--- config.mk ---
export PLATFORM = sky130hd
export DESIGN_NAME = btb_ctrl
export DESIGN_NICKNAME = d
export VERILOG_FILES = /design/src/rtl/btb_ctrl.sv
export SDC_FILE = /design/constraint.sdc
export NUM_CORES = 1
export LEC_CHECK = 0
export ABC_AREA = 0
export BUFFER_PORTS_ARGS = -buffer_cell sky130_fd_sc_hd__buf_2
export CORE_UTILIZATION = 25
export CTS_BUF_LIST = sky130_fd_sc_hd__clkbuf_2
export CTS_CLUSTER_DIAMETER = 100
export CTS_CLUSTER_SIZE = 30
export DETAILED_ROUTE_END_ITERATION = 10
export GPL_TIMING_DRIVEN = 0
export PLACE_DENSITY = 0.47
export REMOVE_ABC_BUFFERS = 1
export SETUP_SLACK_MARGIN = 0.2
export SLEW_MARGIN = 30
export SYNTH_ARGS = -nofsm -noshare
export SYNTH_HDL_FRONTEND = slang
export SYNTH_SLANG_ARGS = --single-unit
--- constraint.sdc ---
create_clock -name CLK -period 2.43 [get_ports CLK]
set_input_delay 0.486 -clock CLK [delete_from_list [all_inputs] [get_ports CLK]]
set_output_delay 0.486 -clock CLK [all_outputs]
set_load 0.03 [all_outputs]
--- src/rtl/btb_ctrl.sv ---
// -----------------------------------------------------------------------------
// btb_ctrl
//
// Arbitration and write sequencing for a single-ported branch target buffer
// array. Fetch lookups and resolved-branch updates from EX compete for the
// one array port. Updates are parked in a 2-entry FIFO and drained whenever
// fetch is not using the port. A starvation counter forces a drain when the
// queue stays full behind lookups for too long. A flush request walks every
// set and clears it, one set per cycle.
//
// Ports
//   CLK, nRST      clock (rising edge), asynchronous active-low reset
//   lookup_req     fetch wants the array port this cycle
//   lookup_gnt     array port is given to the lookup this cycle
//   upd_valid      EX presents a resolved branch (pc/target/taken)
//   upd_ready      update queue can take the branch this cycle
//   upd_pc         PC of the resolved branch
//   upd_target     resolved branch target
//   upd_taken      branch was taken (not-taken invalidates the entry)
//   flush_req      invalidate every BTB set
//   flush_busy     flush walk in progress
//   arr_we         array write strobe
//   arr_idx        array set index to write
//   arr_wtag       tag to write
//   arr_wtarget    target to write
//   arr_wvalid     valid bit to write
//   dbg_state      FSM state (0 = IDLE, 1 = FLUSH)
//   dbg_count      number of queued updates
//
// Handshake: an update transfers on a rising CLK edge where
// upd_valid && upd_ready. upd_ready does not depend on upd_valid, and it is
// deliberately not raised when the queue is full even if the head is being
// written out in the same cycle.
// -----------------------------------------------------------------------------
module btb_ctrl #(
  parameter int ENTRIES    = 16,
  parameter int STARVE_MAX = 4,
  localparam int IW        = $clog2(ENTRIES),
  localparam int TW        = 30 - IW
) (
  input  logic          CLK,
  input  logic          nRST,
  input  logic          lookup_req,
  output logic          lookup_gnt,
  input  logic          upd_valid,
  input  logic [31:0]   upd_pc,
  input  logic [31:0]   upd_target,
  input  logic          upd_taken,
  output logic          upd_ready,
  input  logic          flush_req,
  output logic          flush_busy,
  output logic          arr_we,
  output logic [IW-1:0] arr_idx,
  output logic [TW-1:0] arr_wtag,
  output logic [31:0]   arr_wtarget,
  output logic          arr_wvalid,
  output logic          dbg_state,
  output logic [1:0]    dbg_count
);

  localparam int SW = $clog2(STARVE_MAX + 1);
  localparam logic [SW-1:0] STARVE_LIM = SW'(STARVE_MAX);
  localparam logic [IW-1:0] LAST_IDX   = IW'(ENTRIES - 1);

  typedef enum logic {
    IDLE  = 1'b0,
    FLUSH = 1'b1
  } state_t;

  typedef struct packed {
    logic [IW-1:0] idx;
    logic [TW-1:0] tag;
    logic [31:0]   target;
    logic          taken;
  } upd_t;

  state_t        state;
  upd_t          fifo [2];
  logic          wr_ptr;
  logic          rd_ptr;
  logic [1:0]    count;
  logic [SW-1:0] starve;
  logic [IW-1:0] fidx;

  upd_t new_ent;
  upd_t head;
  logic push;
  logic do_pop;
  logic flush_go;

  assign new_ent.idx    = upd_pc[IW+1:2];
  assign new_ent.tag    = upd_pc[31:IW+2];
  assign new_ent.target = upd_target;
  assign new_ent.taken  = upd_taken;

  assign head       = fifo[rd_ptr];
  assign upd_ready  = (state == IDLE) && (count != 2'd2);
  assign push       = upd_valid && upd_ready;
  assign flush_busy = (state == FLUSH);
  assign dbg_state  = state;
  assign dbg_count  = count;

  // Port arbitration. Priority in IDLE: flush, lookup (unless starving a
  // full queue), queued write. nRST gates the flush so that while reset is
  // held the port simply follows lookup_req.
  always_comb begin
    lookup_gnt  = 1'b0;
    arr_we      = 1'b0;
    arr_idx     = '0;
    arr_wtag    = '0;
    arr_wtarget = '0;
    arr_wvalid  = 1'b0;
    flush_go    = 1'b0;
    do_pop      = 1'b0;
    if (state == FLUSH) begin
      arr_we  = 1'b1;
      arr_idx = fidx;
    end else if (flush_req && nRST) begin
      flush_go = 1'b1;
    end else if (lookup_req && (starve < STARVE_LIM)) begin
      lookup_gnt = 1'b1;
    end else if (count != 2'd0) begin
      do_pop      = 1'b1;
      arr_we      = 1'b1;
      arr_idx     = head.idx;
      arr_wtag    = head.tag;
      arr_wtarget = head.target;
      arr_wvalid  = head.taken;
    end
  end

  always_ff @(posedge CLK or negedge nRST) begin
    if (!nRST) begin
      state   <= IDLE;
      count   <= 2'd0;
      wr_ptr  <= 1'b0;
      rd_ptr  <= 1'b0;
      starve  <= '0;
      fidx    <= '0;
      fifo[0] <= '0;
      fifo[1] <= '0;
    end else begin
      case (state)
        IDLE: begin
          if (flush_go) begin
            // Pending updates are dropped: the walk would erase them anyway.
            count  <= 2'd0;
            wr_ptr <= 1'b0;
            rd_ptr <= 1'b0;
            starve <= '0;
            fidx   <= '0;
            state  <= FLUSH;
          end else begin
            if (push) begin
              fifo[wr_ptr] <= new_ent;
              wr_ptr       <= ~wr_ptr;
            end
            if (do_pop) begin
              rd_ptr <= ~rd_ptr;
            end
            if (push && !do_pop) begin
              count <= count + 2'd1;
            end else if (!push && do_pop) begin
              count <= count - 2'd1;
            end
            // Starvation only counts while the queue is full and losing the
            // port to fetch; any drain resets it.
            if (do_pop) begin
              starve <= '0;
            end else if ((count == 2'd2) && lookup_gnt && (starve < STARVE_LIM)) begin
              starve <= starve + SW'(1);
            end
          end
        end
        FLUSH: begin
          // fidx wraps back to 0 after the last set.
          fidx <= fidx + IW'(1);
          if (fidx == LAST_IDX) begin
            state <= IDLE;
          end
        end
        default: state <= IDLE;
      endcase
    end
  end

endmodule

==> flow_summary.rst <==
.. list-table::
   :header-rows: 1

   * - Metric
     - Value
   * - Run status
     - complete, but fails checks
   * - Violated checks
     - negative setup slack
   * - Max Clk Rate
     - 368 MHz
   * - Core Footprint
     - 0.0261 sq mm
   * - Cell area after placement
     - 0.00762 sq mm
   * - Final worst slack
     - -284 ps
   * - Min Hold Slack
     - 240 ps
   * - Setup slack on the worst flop-to-flop path
     - 300 ps
   * - Number of H-tree levels
     - 4
   * - Clock latency at the later pin of the worst-skew pair
     - 670 ps
   * - Combined area of all synthesized cells
     - 0.00665 sq mm
   * - WL per Instance
     - 17.2 um
   * - Sequential share of the synthesized area
     - 0.520
   * - Power density of the placed cells
     - 1020 mW/mm^2
   * - Via count of the first global-routing pass
     - 4962
   * - Initial core utilization
     - 0.255
   * - Max-cap violations
     - 0
   * - Dominant register cell in the synthesized netlist
     - sky130_fd_sc_hd__dfrtp_1
   * - Ys Warns
     - 0
   * - Net count, final
     - 786
   * - Total of fill cells in the finished design
     - 2483
   * - Via count of the routed design
     - 4639
   * - Total chip power
     - 10.0 mW
   * - Crit end category
     - output port
   * - Cell row count
     - 59
   * - Final antenna-violating net count
     - 0
   * - Final Cycle Share
     - 1.12
   * - Number of iterations in the first detailed-routing pass
     - 6
   * - Final setup TNS
     - -14040 ps
   * - Time the final worst path needs with I/O delays and setup
     - 2710 ps
   * - Async set-reset flop share out of synthesis
     - 1.00
   * - Final hold viol count
     - 0
   * - Global-route wire length before repair
     - 27100 um
   * - Number of buffers added by the clock tree synthesis step
     - 17
   * - CTS root buffer
     - sky130_fd_sc_hd__clkbuf_2
   * - Headroom to the max-slew limit
     - 0.521
   * - Maximum count of clock buffers along a single path
     - 2
   * - Drt drc
     - 0
   * - Ant. Diodes
     - 0
   * - Count of different cell masters after synthesis
     - 36
   * - Antenna violations before repair
     - 0
   * - Number of enable-type register cells in the synthesized netlist
     - 0
   * - Placer's final routability congestion estimate
     - 0.722
   * - Violation count after the first detailed-route iteration
     - 171
   * - Hold/Removal Path Class
     - in2reg
   * - Worst-path clk slew
     - 240 ps
   * - Ratio of routed vias to standard cells
     - 4.38
   * - Die area
     - 0.0272 sq mm
   * - Critical path required time
     - 1940 ps
   * - Flops & latches, synth
     - 138
   * - Highest-count cells in the layout ignoring fill and taps
     - sky130_fd_sc_hd__dfrtp_1 (134), sky130_fd_sc_hd__buf_2 (69), sky130_fd_sc_hd__mux2i_1 (67), sky130_fd_sc_hd__dlygate4sd3_1 (65), sky130_fd_sc_hd__buf_6 (63)
   * - Final Setup Violations
     - 64
   * - HPWL after detailed placement
     - 9580 um
   * - Final std cell area, no fill
     - 0.00980 sq mm
   * - Most common cell after layout, fill and taps aside
     - sky130_fd_sc_hd__dfrtp_1
   * - Post-Route Skew
     - 46.5 ps
   * - Post-synthesis cell count
     - 480
   * - Detailed-route wire length
     - 18200 um
   * - Final number of max-transition violations
     - 0
   * - Die height
     - 165 um
   * - Arr. time, crit path
     - 2230 ps
   * - Peak supply drop
     - 0.713 mV
   * - I/O Buffers
     - 137
   * - Clock Sinks
     - 138
   * - Sort of element at the start of the critical path
     - flop
   * - I/O pin count
     - 140
   * - CTS tree
     - built
   * - Cell leakage power
     - 4.43 nW
   * - Post-synthesis area per instance
     - 13.8 sq um
   * - Die width
     - 165 um
   * - Maximum fanout count along the critical path
     - 8
   * - Aggregate global routing overflow
     - 0
   * - Total Routing Usage GR
     - 0.134
   * - Core utilization of the finished layout
     - 0.376
   * - Layout cell share with drive strength beyond 1
     - 0.556
   * - Largest net degree at the start of global routing
     - 70
   * - Worst Max-Slew Pin Slew
     - 711 ps
   * - Signed area change from the synthesized netlist to the final layout
     - 47.5%
   * - RSZ-0062 raised after global routing
     - true
   * - Crit Path Class
     - reg2out
report_power, final:
part | internal (mW) | switching [mW]
registers | 3.33 | 0.584
clock network | 0.347 | 0.885
logic | 2.55 | 2.34
through the flow:
step                      std cells  worst slack (ps)
after floorplan                 449             -1840
after global placement          921             -4110
after detailed placement        927             -1240
after CTS                      1053              -374
after global routing           1060              -496
final                          1060              -284
what timing repair did:
| action | 4_1_cts | 5_1_grt |
|---|---|---|
| pin swaps | 51 | 14 |
| endpoints found under the setup margin | 119 | 68 |
| hold endpoints to repair | 229 | 0 |
| hold buffers | 67 | 0 |
| setup buffers | 21 | 7 |
| gates resized for setup | 183 | 81 |
| cloned | 8 | 0 |
worst max-delay path: stages (launching register included):
cell                       delay (ps)
sky130_fd_sc_hd__dfrtp_2          460
sky130_fd_sc_hd__o211ai_1         260
sky130_fd_sc_hd__buf_4            220
sky130_fd_sc_hd__or2_4            350
sky130_fd_sc_hd__nor2_1            80
sky130_fd_sc_hd__buf_4            180
registers in the layout (all words and copies together) (netlist names):
signal,flops
dbg_count,2
dbg_state,1
fidx,4
fifo,126
rd_ptr,1
starve,3
wr_ptr,1
path summary, 6_finish.rpt:
| path | cells after the start | startpoint | to |
|---|---|---|---|
| setup / recovery | 5 | dbg_count[1] | arr_wtag[1] |
| hold / removal | 4 | flush_req | fidx[2] |
| setup reg to reg | 6 | dbg_state | fifo[64] |
| hold reg to reg | 1 | fifo[20] | fifo[20] |
| max in group asynchronous | 3 | nRST | fifo[69] |
| min in group asynchronous | 4 | nRST | fifo[97] |
metal layers:
metal | GRT usage | routed length (um)
met2 | 0.233 | 9300
met1 | 0.159 | 7950
met5 | 0 | 0
met4 | 0.0388 | 244
met3 | 0.0374 | 702
cell usage after synthesis, drive strengths merged, types with 2 or more instances:
cell type	count	area share
nand2	16	0.0094
nand3	3	0.0023
mux2	126	0.25
clkbuf	9	0.0051
buf	22	0.037
ha	2	0.0038
a21oi	3	0.0023
o31ai	4	0.0045
mux2i	67	0.10
dfrtp	138	0.52
nand2b	7	0.0077
nand4	2	0.0041
nor2	60	0.034
o21ai	7	0.0053
kinds of logic (layout without fill, tap and decap cells):
family	after synthesis	after routing	synth area share
buffers and inverters	32	270	0.0431
adders and majority gates	2	2	0.00377
muxes	193	193	0.348
xor gates and xnor gates	2	2	0.00264
AOI/OAI and AO/OA	17	17	0.0154
DFF	138	138	0.520
and+or+nand+nor	96	103	0.0676
cell type report:
type | count | area, sq um | area share
tap | 335 | 419 | 0.0428
multi-input combinational | 317 | 3430 | 0.350
sequential | 138 | 3460 | 0.353
inverter | 1 | 3.75 | 0.000383
clock inverter | 13 | 106 | 0.0109
clock buffer | 17 | 85.1 | 0.00868
timing repair buffer | 239 | 2290 | 0.234
Note: power is estimated with default switching activity, not from simulation.
